<file path="src/rtl/seq_array_divider.sv">
// seq_array_divider: sequential restoring divider, one quotient bit per clock.
//   clk, rst (async, active high); start, dividend[DW], divisor[VW] in;
//   busy, done (1-cycle pulse), quotient[DW], remainder[VW], div_by_zero out.
//   Define DIV_ZERO_DETECT_EN to finish zero-divisor ops in one cycle and flag them.
module seq_array_divider #(
  parameter int DW = 8,
  parameter int VW = 4
) (
  input  logic          clk,
  input  logic          rst,
  input  logic          start,
  input  logic [DW-1:0] dividend,
  input  logic [VW-1:0] divisor,
  output logic          busy,
  output logic          done,
  output logic [DW-1:0] quotient,
  output logic [VW-1:0] remainder,
  output logic          div_by_zero
);
  localparam int CW = $clog2(DW + 1);
  typedef enum logic [1:0] {IDLE, RUN, DONE} state_t;
  state_t state, state_nx;
  logic [DW-1:0] sh;
  logic [VW-1:0] dv;
  logic [VW:0] r, rs, rn;
  logic [CW-1:0] cnt;
  logic ge, zero, fin, dz;
`ifdef DIV_ZERO_DETECT_EN
  assign zero = dv == '0;
`else
  assign zero = 1'b0;
`endif
  // shift the next dividend bit into the partial remainder, subtract when it fits
  assign rs = {r[VW-1:0], sh[DW-1]};
  assign ge = rs >= {1'b0, dv};
  assign rn = ge ? rs - {1'b0, dv} : rs;
  assign fin = state == RUN && (cnt == CW'(1) || zero);
  assign busy = state == RUN;
  assign done = state == DONE;
  assign div_by_zero = dz;
  always_ff @(posedge clk or posedge rst)
    if (rst) state <= IDLE;
    else state <= state_nx;
  always_comb begin
    state_nx = state;
    case (state)
      IDLE:    state_nx = start ? RUN : IDLE;
      RUN:     state_nx = fin ? DONE : RUN;
      default: state_nx = IDLE;
    endcase
  end
  always_ff @(posedge clk or posedge rst)
    if (rst) begin
      sh <= '0;
      dv <= '0;
      r <= '0;
      cnt <= '0;
      quotient <= '0;
      remainder <= '0;
      dz <= 1'b0;
    end else if (state == IDLE && start) begin
      sh <= dividend;
      dv <= divisor;
      r <= '0;
      cnt <= CW'(DW);
    end else if (state == RUN) begin
      sh <= {sh[DW-2:0], ge};
      r <= rn;
      cnt <= cnt - CW'(1);
      if (fin) begin
        quotient <= zero ? '1 : {sh[DW-2:0], ge};
        remainder <= zero ? '0 : rn[VW-1:0];
        dz <= zero;
      end
    end
endmodule

</file>
<file path="config.mk">
export PLATFORM = sky130hd
export DESIGN_NAME = seq_array_divider
export DESIGN_NICKNAME = d
export VERILOG_FILES = /design/src/rtl/seq_array_divider.sv
export SDC_FILE = /design/constraint.sdc
export NUM_CORES = 1
export LEC_CHECK = 0
export ABC_AREA = 1
export CAP_MARGIN = 0
export CORE_ASPECT_RATIO = 1.25
export CORE_UTILIZATION = 55
export CTS_CLUSTER_SIZE = 12
export DETAILED_ROUTE_END_ITERATION = 12
export GPL_TIMING_DRIVEN = 0
export PLACE_DENSITY_LB_ADDON = 0.3
export SETUP_SLACK_MARGIN = 0.05
export SYNTH_ARGS = -nofsm -noshare
export SYNTH_HDL_FRONTEND = slang
export SYNTH_SLANG_ARGS = --single-unit
</file>
<file path="constraint.sdc">
create_clock -name clk -period 4.4 [get_ports clk]
set_clock_uncertainty 0.1 [all_clocks]
set_input_delay 0.88 -clock clk [delete_from_list [all_inputs] [get_ports clk]]
set_output_delay 0.88 -clock clk [all_outputs]
set_load 0.005 [all_outputs]
</file>
After elaboration in Yosys (flattened, before gate mapping)
Index checks and enable logic that the tools add are counted.
{"block": "word_totals", "out_inout_bits": 15, "word_cells": 29, "ff_bits": 34}
{"block": "op_classes", "n_bitwise": 1, "muxes": 10, "addsub": 2, "n_lt_le_gt_ge": 1, "reduce_logical": 5, "eq_ne": 3}
{"cell": "2-to-1 mux 4 bit", "count": 5}
{"cell": "2-to-1 mux 8 bit", "count": 2}
{"cell": "greater-or-equal comparator 5 x 4 -> 1 bit", "count": 1}
{"cell": "equality test 4 x 1 -> 1 bit (second input constant)", "count": 1}
{"cell": "case mux 2 bit (2 select lines)", "count": 1}
{"cell": "subtractor 4 x 1 -> 4 bit (second input constant)", "count": 1}
{"cell": "subtractor 4 bit", "count": 1}
{"cell": "AND reduction 3 bit", "count": 1}
{"cell": "equality test 2 x 1 -> 1 bit (second input constant)", "count": 1}
{"cell": "equality test 2 bit (second input constant)", "count": 1}
{"cell": "logical AND 1 bit", "count": 2}
{"cell": "logical NOT 2 bit", "count": 1}
{"cell": "2-to-1 mux 2 bit", "count": 1}
{"cell": "nonzero test 2 bit", "count": 1}
{"cell": "2-to-1 mux 1 bit", "count": 1}
{"cell": "NOT 1 bit", "count": 1}

Depth between registers and ports, before layout
{"block": "logic_depth", "word_depth": 4, "ltp_mapped": 12, "depth_no_buf": 12}

Worst setup path before layout
No wires, ideal clock.
{"block": "synth_path", "kind": "input -> register", "startpoint": "input start", "endpoint": "register sh[3]", "slack_ns": 2.763, "cell_stages": 5, "arrival_time_ns": 1.450, "required_ns": 4.213, "cell_sequence": "nand3_2 > inv_1 > buf_2 > nand2_1 > o211ai_1"}
{"block": "synth_between", "elab_chain_cells": 2}
{"element": "from (decl)", "line_no": "11", "rtl": "input logic start,"}
{"element": "logical AND 1 bit (*)", "line_no": "61", "rtl": "end else if (state == IDLE && start) begin"}
{"element": "2-to-1 mux 8 bit or nonzero test 2 bit (tied branches)"}
{"element": "to (signal assigned)", "line_no": "62", "rtl": "sh <= dividend;"}
{"element": "to (signal assigned)", "line_no": "67", "rtl": "sh <= {sh[DW-2:0], ge};"}
{"element": "to (decl)", "line_no": "23", "rtl": "logic [DW-1:0] sh;"}
Every way passes the cells marked *; elsewhere a longest branch is shown, timed or not.
A chain may end at the register's enable or synchronous reset.

Worst setup path after layout
{"block": "layout_path", "startpoint": "register state[0]", "endpoint": "output busy"}
{"block": "layout_between", "elab_chain_cells": 1}
{"element": "from (decl)", "line_no": "22", "rtl": "state_t state, state_nx;"}
{"element": "from (signal assigned)", "line_no": "43", "rtl": "else state <= state_nx;"}
{"element": "equality test 2 x 1 -> 1 bit", "line_no": "38", "rtl": "assign busy = state == RUN;"}
{"element": "to (decl)", "line_no": "14", "rtl": "output logic busy,"}
Every way passes these cells.

==> results.md <==
- Die ar.: 3230 um^2
- Gates resized, CTS repair: 0
- DRC: 0
- Core area: 2760 um^2
- Crit path required time: 3.42 ns
- RSZ-0062 raised after global routing: false
- Fin. max-slew vios: 0
- Hold Crit Class: reg2reg
- Clk slew on worst S/H paths: 0.11 ns
- Routed Antenna Nets: 0
- Yosys top cell area share: 51.5%
- Finish-stage setup viols: 0
- Reg2reg setup slack: 2.53 ns
- Final WL: 3320 um
- Outcome: finished clean
- Placer congestion estimate: 0.884
- CTS root buf: clkbuf_4
- Nature of the critical path startpoint: register
- Final Hold Fails: 0
- Postcts setup bufs: 0
- Most common cell after layout, fill and taps aside: nand2_1
- Antenna violations before repair: 0
- Main area contributors after synthesis: dfrtp_1, nand2_1, inv_1, ha_1, nand3_1
- Layout cells sized above 1: 10.4%
- Die Wd: 51.0 um
- Switch Pwr: 0.691 mW
- CP Max Fanout: 10
- First-pass GRT wire length: 5850 um
- Setup CP Type: reg2out
- Global Route Usage Sum: 24.7%
- Comb pwr share: 54.6%
- Pint: 0.924 mW
- Max-cap violations: 0
- Final period util: 57.7%
- Total power divided by cell area: 786 nW/um^2
- Min Tclk post-route: 2.54 ns
- Mapped Cells: 184
- DR vias/cell: 5.22
- Nets@finish: 242
- I/O Buffers: 28
- Pin count of the biggest net entering global routing: 35
- Pwr Total: 1.62 mW
- Seq pwr share: 34.3%
- CTS buffer count: 5
- # IOs: 30
- Mean post-synth cell area: 8.98 um^2
- Setup TNS: 0 ns
- # clock sinks: 34
- # diodes: 0
- Initial drt markers: 42
- Cell taking the most area after synthesis: dfrtp_1
- Worst Path Arrival: 1.56 ns
- Initial DRT Pass Iterations: 4
- Max frequency: 394 MHz
- Seq/Total Area, Yosys: 51.5%
- Post-Syn Nets: 206
- Worst skew pair latency: 0.33 ns
- Yosys reg bits: 34
- Total grt overflow: 0
- Starting Density: 59.9%
- Post-synthesis instance area: 1650 um^2
- P&R area growth vs syn: 24.4%
- Switching share of total power: 42.8%
- Count of different cell masters after synthesis: 27
- Vias in the first global route: 1321
- Yosys warning count: 0
- CTS tree: built
- R2r worst-path depth: 9
- Worst Hold Depth: 2
- # H-tree levels: 2
- Crit. End Element: output pin
- Peak VDD IR: 0.000496 V
- Buffer depth of the longest clock path: 2
- Most frequent cells in the layout: nand2_1, dfrtp_1, clkdlybuf4s50_1
- Post-CTS Hold Buffers: 0
- Clock network power share: 11.1%
- WL/cell: 13.0 um
- HPWL after DPL: 2540 um
- Die outline height: 63.3 um
- Vias after detailed routing: 1332
- # rows: 21
- Leakage power: 1.03 nW
[logic make-up after synthesis]
logic type,Yosys count,synth area share (%)
adder cells (fa/ha/maj),7,5.76
buffers and inverters,29,7.65
AO/OA/AOI/OAI,23,9.77
flip-flops,34,51.5
other,1,0.227
AND/OR/NAND/NOR,88,24.0
XOR/XNOR,2,1.06
[cell usage after synthesis (all sizes together)]
master	instances
a21oi	1
a22oi	1
a31oi	1
buf	3
conb	1
dfrtp	34
fa	1
ha	6
inv	26
nand2	64
nand3	14
nand3b	2
nor2	7
nor3	1
o211ai	4
o21ai	11
o221ai	3
o22ai	2
xnor2	2
[path summary, 6_finish.rpt]
kind	from	end
setup / recovery	state[0]	busy
hold reg to reg	quotient[1]	quotient[1]
max in group asynchronous	rst	sh[5]
hold / removal	quotient[1]	quotient[1]
min in group asynchronous	rst	quotient[0]
setup reg to reg	r[1]	remainder[3]
[through the flow]
step                      cell area [um^2]  cells  setup slack [ns]  hold slack [ns]  utilization, %
after floorplan                       1650    184              2.67            0.349               -
after global placement                1970    246              1.98            0.355            71.6
after detailed placement              1970    246              1.92            0.369            71.6
after CTS                             2030    254              1.86            0.394            73.7
after global routing                  2050    255              1.79            0.428            74.5
final                                 2050    255              1.86            0.393            74.5
[critical path: stages, from the launching register on]
cell             delay, ns
dfrtp_1               0.43
inv_2                 0.09
nor2_8                0.18
clkdlybuf4s50_1       0.53
[per-layer routing]
layer / track usage, % / wire length, um / up-vias
met5: 0 / 0 / -
met4: 9.38 / 63 / 0
met3: 7.97 / 133 / 8
met2: 39.3 / 1690 / 39
met1: 30.9 / 1440 / 628
li1: - / - / 657
[registers in the layout, summed over array words and instances, names as in the netlist]
register   flops
quotient       8
remainder      4
sh             8
cnt            4
r              4
dv             4
state          2
[layout make-up]
type | instances | area, um^2
flip-flops and latches | 34 | 851
clock inverters | 1 | 5.00
clock buffers | 7 | 55.1
well taps | 34 | 42.5
inverters | 26 | 103
multi-input cells | 121 | 674
repair buffers | 29 | 300
fillers | 212 | 704
plain buffers | 3 | 23.8
[power groups by stage]
| stage | sequential [mW] | combinational, mW | clock (mW) |
|---|---|---|---|
| 3_5_place_dp | 0.559 | 0.876 | 0 |
| 4_1_cts | 0.554 | 0.878 | 0.183 |
| 6_report | 0.554 | 0.883 | 0.179 |
| 3_3_place_gp | 0.552 | 0.823 | 0 |
| 5_1_grt | 0.572 | 0.999 | 0.201 |
| 2_1_floorplan | 0.549 | 0.597 | 0 |
Note: power is estimated with default switching activity, not from simulation.
==> edit 1: new RTL, same settings <==
The parameter `DW` goes from 8 to 4.
--- a/src/rtl/seq_array_divider.sv
+++ b/src/rtl/seq_array_divider.sv
@@ -4,5 +4,5 @@
 //   Define DIV_ZERO_DETECT_EN to finish zero-divisor ops in one cycle and flag them.
 module seq_array_divider #(
-  parameter int DW = 8,
+  parameter int DW = 4,
   parameter int VW = 4
 ) (
Interface: changed (resized dividend and quotient); port bits go from 30 to 22. The function was not compared with the original's and may differ.
==> edit 1 against the original RTL <==
Sequential cell count down 9. Synthesized cell count down 21%. Setup slack worse by 0.076 ns. Count of clock-buffer cells in the layout down 4. Routed wire length down 31%. Global-route usage down 1.5 points. Critical path depth up 1. Area after synthesis down 24%. Combinational power down 17%. Design area down 26%. Cell count down 22%. Total power down 24%. Critical path type unchanged. Largest power group unchanged. Highest routed layer unchanged.
==> edit 1: results (changes against the original RTL) <==
| Metric | Value |
|---|---|
| Fill cells | 147 (-31%) |
| Crit path DAT | 1.63 ns (+0.07 ns) |
| Avg Cell Area, Syn | 8.62 sq um (-4.0%) |
| Number of port buffers | 20 (-29%) |
| Largest net degree at the start of global routing | 26 (-26%) |
| Final core utilization | 0.739 (-0.00535) |
| Drt pass-1 iters | 5 (+1) |
| Compound-gate portion of the synthesized area | 0.0801 (-0.0176) |
| Post-Synth Adder-Cell Area | 0.0761 (+0.0185) |
| Post-Synth XOR/XNOR Area | 0.00701 (-0.00360) |
| GP Congestion | 0.806 (-8.8%) |
| CTS Buf Count | 3 (-2) |
| First-pass GRT wire length | 4260 um (-27%) |
| Outcome | completed |
| Hold endpoint | remainder[0] |
| Peak VDD IR | 542 uV (+9.2%) |
| Cell area after layout | 1520 sq um (-26%) |
| Reg clk slew, reported paths | 0.13 ns (+0.02 ns) |
| Via Count | 1003 (-25%) |
| Sequential share of the synthesized area | 0.501 (-0.0147) |
| Final net count | 188 (-22%) |
| Worst reg2reg setup slack | 2.66 ns (+0.13 ns) |
| RR Startpoint | sh[3] |
| DRT Wirelength | 2290 um (-31%) |
| Min-Delay Startpoint | remainder[0] |
| WHS | 0.400 ns (+0.00638 ns) |
| Top post-synthesis cells by count | 47 x nand2_1, 25 x dfrtp_1, 19 x inv_1 |
| Initial drt markers | 23 (-45%) |
| Reg-to-Reg End | r[2] |
| Met3 GRT Util | 0.0294 (-0.0503) |
| Share of layout cells above drive strength 1 | 0.107 (+0.00244) |
| Synth top area cells | dfrtp_1 50%, nand2_1 14%, ha_1 6.0% |
| Met1 usage | 0.288 (-0.0210) |
| Distinct cell type count after synthesis | 23 (-15%) |
| Mapped Nets | 163 (-21%) |
| Pre-CTS WS | 2.16 ns (+0.240 ns) |
| Final period util | 0.594 (+0.0172) |
| Static leakage | 0.781 nW (-24%) |
| Htree depth | 1 (-1) |
## edit 1: kinds of logic (layout without fill, tap and decap cells)
logic type                 after synthesis  in the layout
and+or+nand+nor                         72             72
xor gates and xnor gates                 1              1
DFF                                     25             25
AOI/OAI and AO/OA                       16             16
other                                    1              1
adders and majority gates                7              7
buffers and inverters                   23             47
## edit 1: report_power, final
group / internal [mW] / switching [mW] / total (mW)
clock network: 0.0341 / 0.0693 / 0.103
logic: 0.298 / 0.432 / 0.730
registers: 0.342 / 0.0575 / 0.400
## edit 1: layer usage
layer  vias to the layer above  part of all wire
met2                        22              0.51
met5                         -                 0
met1                       469              0.44
li1                        507                 -
met3                         5             0.031
met4                         0             0.022
## edit 1: worst max-delay path by stage
stage	from	endpoint
5_1_grt	state[1]	busy
2_1_floorplan	state[1]	busy
4_1_cts	state[1]	busy
3_5_place_dp	state[1]	busy
6_report	state[1]	busy
3_3_place_gp	state[1]	busy
## edit 1: final cells by class
cell class                 count  area share
sequential                    25       0.413
multi-input combinational     97       0.352
timing repair buffer          20       0.132
inverter                      21      0.0520
tap                           30      0.0248
clock buffer                   3      0.0149
buffer                         2     0.00826
clock inverter                 1     0.00330
## edit 1: worst max-delay path, delay by kind of cell, from the launching register on
| kind | cells | cell delay, ns |
|---|---|---|
| buffers and inverters | 3 | 0.79 |
| and+or+nand+nor | 1 | 0.12 |
| DFF | 1 | 0.40 |
==> edit 2: new RTL, same settings <==
Without the edit above. Add an input register stage for `start`, `dividend` and `divisor`, without a reset; this delays them by one clock. Comments in the files are not updated.
--- a/src/rtl/seq_array_divider.sv
+++ b/src/rtl/seq_array_divider.sv
@@ -20,4 +20,15 @@
   localparam int CW = $clog2(DW + 1);
   typedef enum logic [1:0] {IDLE, RUN, DONE} state_t;
+
+  logic start_q;
+  logic [DW-1:0] dividend_q;
+  logic [VW-1:0] divisor_q;
+
+  always_ff @(posedge clk) begin
+    start_q    <= start;
+    dividend_q <= dividend;
+    divisor_q  <= divisor;
+  end
+
   state_t state, state_nx;
   logic [DW-1:0] sh;
@@ -45,5 +56,5 @@
     state_nx = state;
     case (state)
-      IDLE:    state_nx = start ? RUN : IDLE;
+      IDLE:    state_nx = start_q ? RUN : IDLE;
       RUN:     state_nx = fin ? DONE : RUN;
       default: state_nx = IDLE;
@@ -59,7 +70,7 @@
       remainder <= '0;
       dz <= 1'b0;
-    end else if (state == IDLE && start) begin
-      sh <= dividend;
-      dv <= divisor;
+    end else if (state == IDLE && start_q) begin
+      sh <= dividend_q;
+      dv <= divisor_q;
       r <= '0;
       cnt <= CW'(DW);
Behaviour: not the same (a bounded check fails within 4 cycles, from zero or initial values and one cycle with rst high).
==> edit 2 against the original RTL <==
Synthesized cell count increased by 4.3%. Total power rose by 12%. Area after synthesis is 16% higher. Fmax increased by 0.89%. Count of clock-buffer cells in the layout is the same. Largest cell class unchanged. Sequential cell count up 13. Design area is 14% higher. Cell count increased by 3.9%. Setup slack better by 0.022 ns. Routed wire length grew 5.8%.
==> edit 2: results (changes against the original RTL) <==
| Metric | Value |
|---|---|
| Outcome | completed |
| Reg clk slew, reported paths | 0.08 ns (-0.03 ns) |
| Inst Count DP | 257 (+4.5%) |
| Async SR Flop Fraction | 0.723 (-0.277) |
| Synth top area cells | dfrtp_1 44%, dfxtp_1 14%, nand2_1 12% |
| Sequential share of the synthesized area | 0.580 (+0.0652) |
| Final net count | 249 (+2.9%) |
| Final Non-Filler Cells | 265 (+3.9%) |
| Placed cell area | 2240 sq um (+13%) |
| WHS | 0.339 ns (-0.0544 ns) |
| Worst reg2reg setup slack | 2.54 ns (about the same) |
| Initial antenna violation count | 0 (unchanged) |
| Worst Tran Pin Value | between 0.6 and 0.7 ns |
| Mapped Nets | 214 (+3.9%) |
| Yosys warnings | 0 (unchanged) |
| Root Buffer Master | clkbuf_8 |
| Top post-synthesis cells by count | 59 x nand2_1, 34 x dfrtp_1, 21 x inv_1 |
| Static leakage | 1.12 nW (+9.2%) |
| Crit path DAT | 1.54 ns (-0.02 ns) |
| Distinct cell type count after synthesis | 27 (unchanged) |
| Slowest cell on the critical path | clkdlybuf4s50_1 |
| Largest regs | dividend_q (8), quotient (8), sh (8) |
| Post-DP HPWL | 2620 um (+3.3%) |
| CP Max Fanout | 10 (unchanged) |
| Synthesized netlist cell count | 192 (+4.3%) |
| Slowest Stage Delay on Critical Path | around 0.54 ns |
| Drt pass-1 iters | 4 (unchanged) |
| Post_cts resized | 0 (unchanged) |
| Hold Crit Class | register to register |
| CTS Buf Count | 5 (unchanged) |
| Post-DR wirelength/cell | 13.3 um (+1.8%) |
| Pre-CTS WS | 1.89 ns (-0.0320 ns) |
| Tot GR Track Use | 0.226 (-0.0207) |
| Setup bufs post-CTS | 0 (unchanged) |
| Initial drt markers | 28 (-33%) |
| Largest net degree at the start of global routing | 35 (unchanged) |
| Htree depth | 2 (unchanged) |
| Peak VDD IR | 540 uV (+8.9%) |
| Clock Latency Late Sink | 0.30 ns (-0.03 ns) |
| Final min period | 2.52 ns (-0.0224 ns) |
| Via Count | 1378 (+3.5%) |
| Antenna diode count | 0 (unchanged) |
| Number of port buffers | 28 (unchanged) |
| Share of layout cells above drive strength 1 | 0.110 (+0.00558) |
| First-pass GRT wire length | 5820 um (-0.48%) |
| Clock Path Buffers | 2 (unchanged) |
| Top_reg_cell synth | dfrtp_1 |
| GP Congestion | 0.899 (+1.7%) |
==> edit 2: cell count changes after synthesis, sizes merged, moves of 2 or more <==
cell    before  now
dfxtp        0   13
nand2       64   59
nand3       14   10
o211ai       4    0
o221ai       3    7
nor2         7    9
o21ai       11   13
==> edit 2: routing by layer <==
layer / track usage / routed length, um / vias to the layer above
li1: - / - / 681
met1: 0.253 / 1490 / 664
met2: 0.384 / 1830 / 23
met3: 0.0600 / 109 / 10
met4: 0.115 / 91 / 0
met5: 0 / 0 / -
==> edit 2: layout make-up <==
class                           instances  area (sq um)
Buffer                                  3          30.0
Inverter                               25           101
Timing Repair Buffer                   28           280
Tap cell                               37          46.3
Clock buffer                            7          97.6
Sequential cell                        47          1110
Clock inverter                          1          7.51
Fill cell                             262           906
Multi-Input combinational cell        117           672
==> edit 2: worst paths after layout <==
path / start / end / cells past startpoint
setup reg to reg: r[1] / remainder[3] / 9
setup / recovery: state[1] / busy / 2
min in group asynchronous: rst / cnt[2] / 2
max in group asynchronous: rst / remainder[1] / 2
hold / removal: divisor_q[0] / dv[0] / 2
hold reg to reg: divisor_q[0] / dv[0] / 2
==> edit 2: where the power goes <==
group          internal, mW  total (mW)  switching (mW)  leakage (nW)
logic                 0.367       0.858           0.491         0.548
clock network         0.147       0.284           0.137        0.0496
registers             0.590       0.675          0.0846         0.527
==> edit 2: worst max-delay path: cells and delay by family (launching register included) <==
family        cells  cell delay [ns]
flops             1             0.45
buf+inv           1             0.54
simple gates      1             0.25
==> edit 2: kinds of logic (layout without fill, tap and decap cells) <==
logic type	after synthesis	in the layout	share of synthesized area
compound gates	25	25	0.0935
flops	47	47	0.580
other cells	1	1	0.00196
simple gates	82	82	0.197
buf+inv	28	64	0.0686
fa+ha+maj	7	7	0.0497
xor+xnor	2	2	0.00915
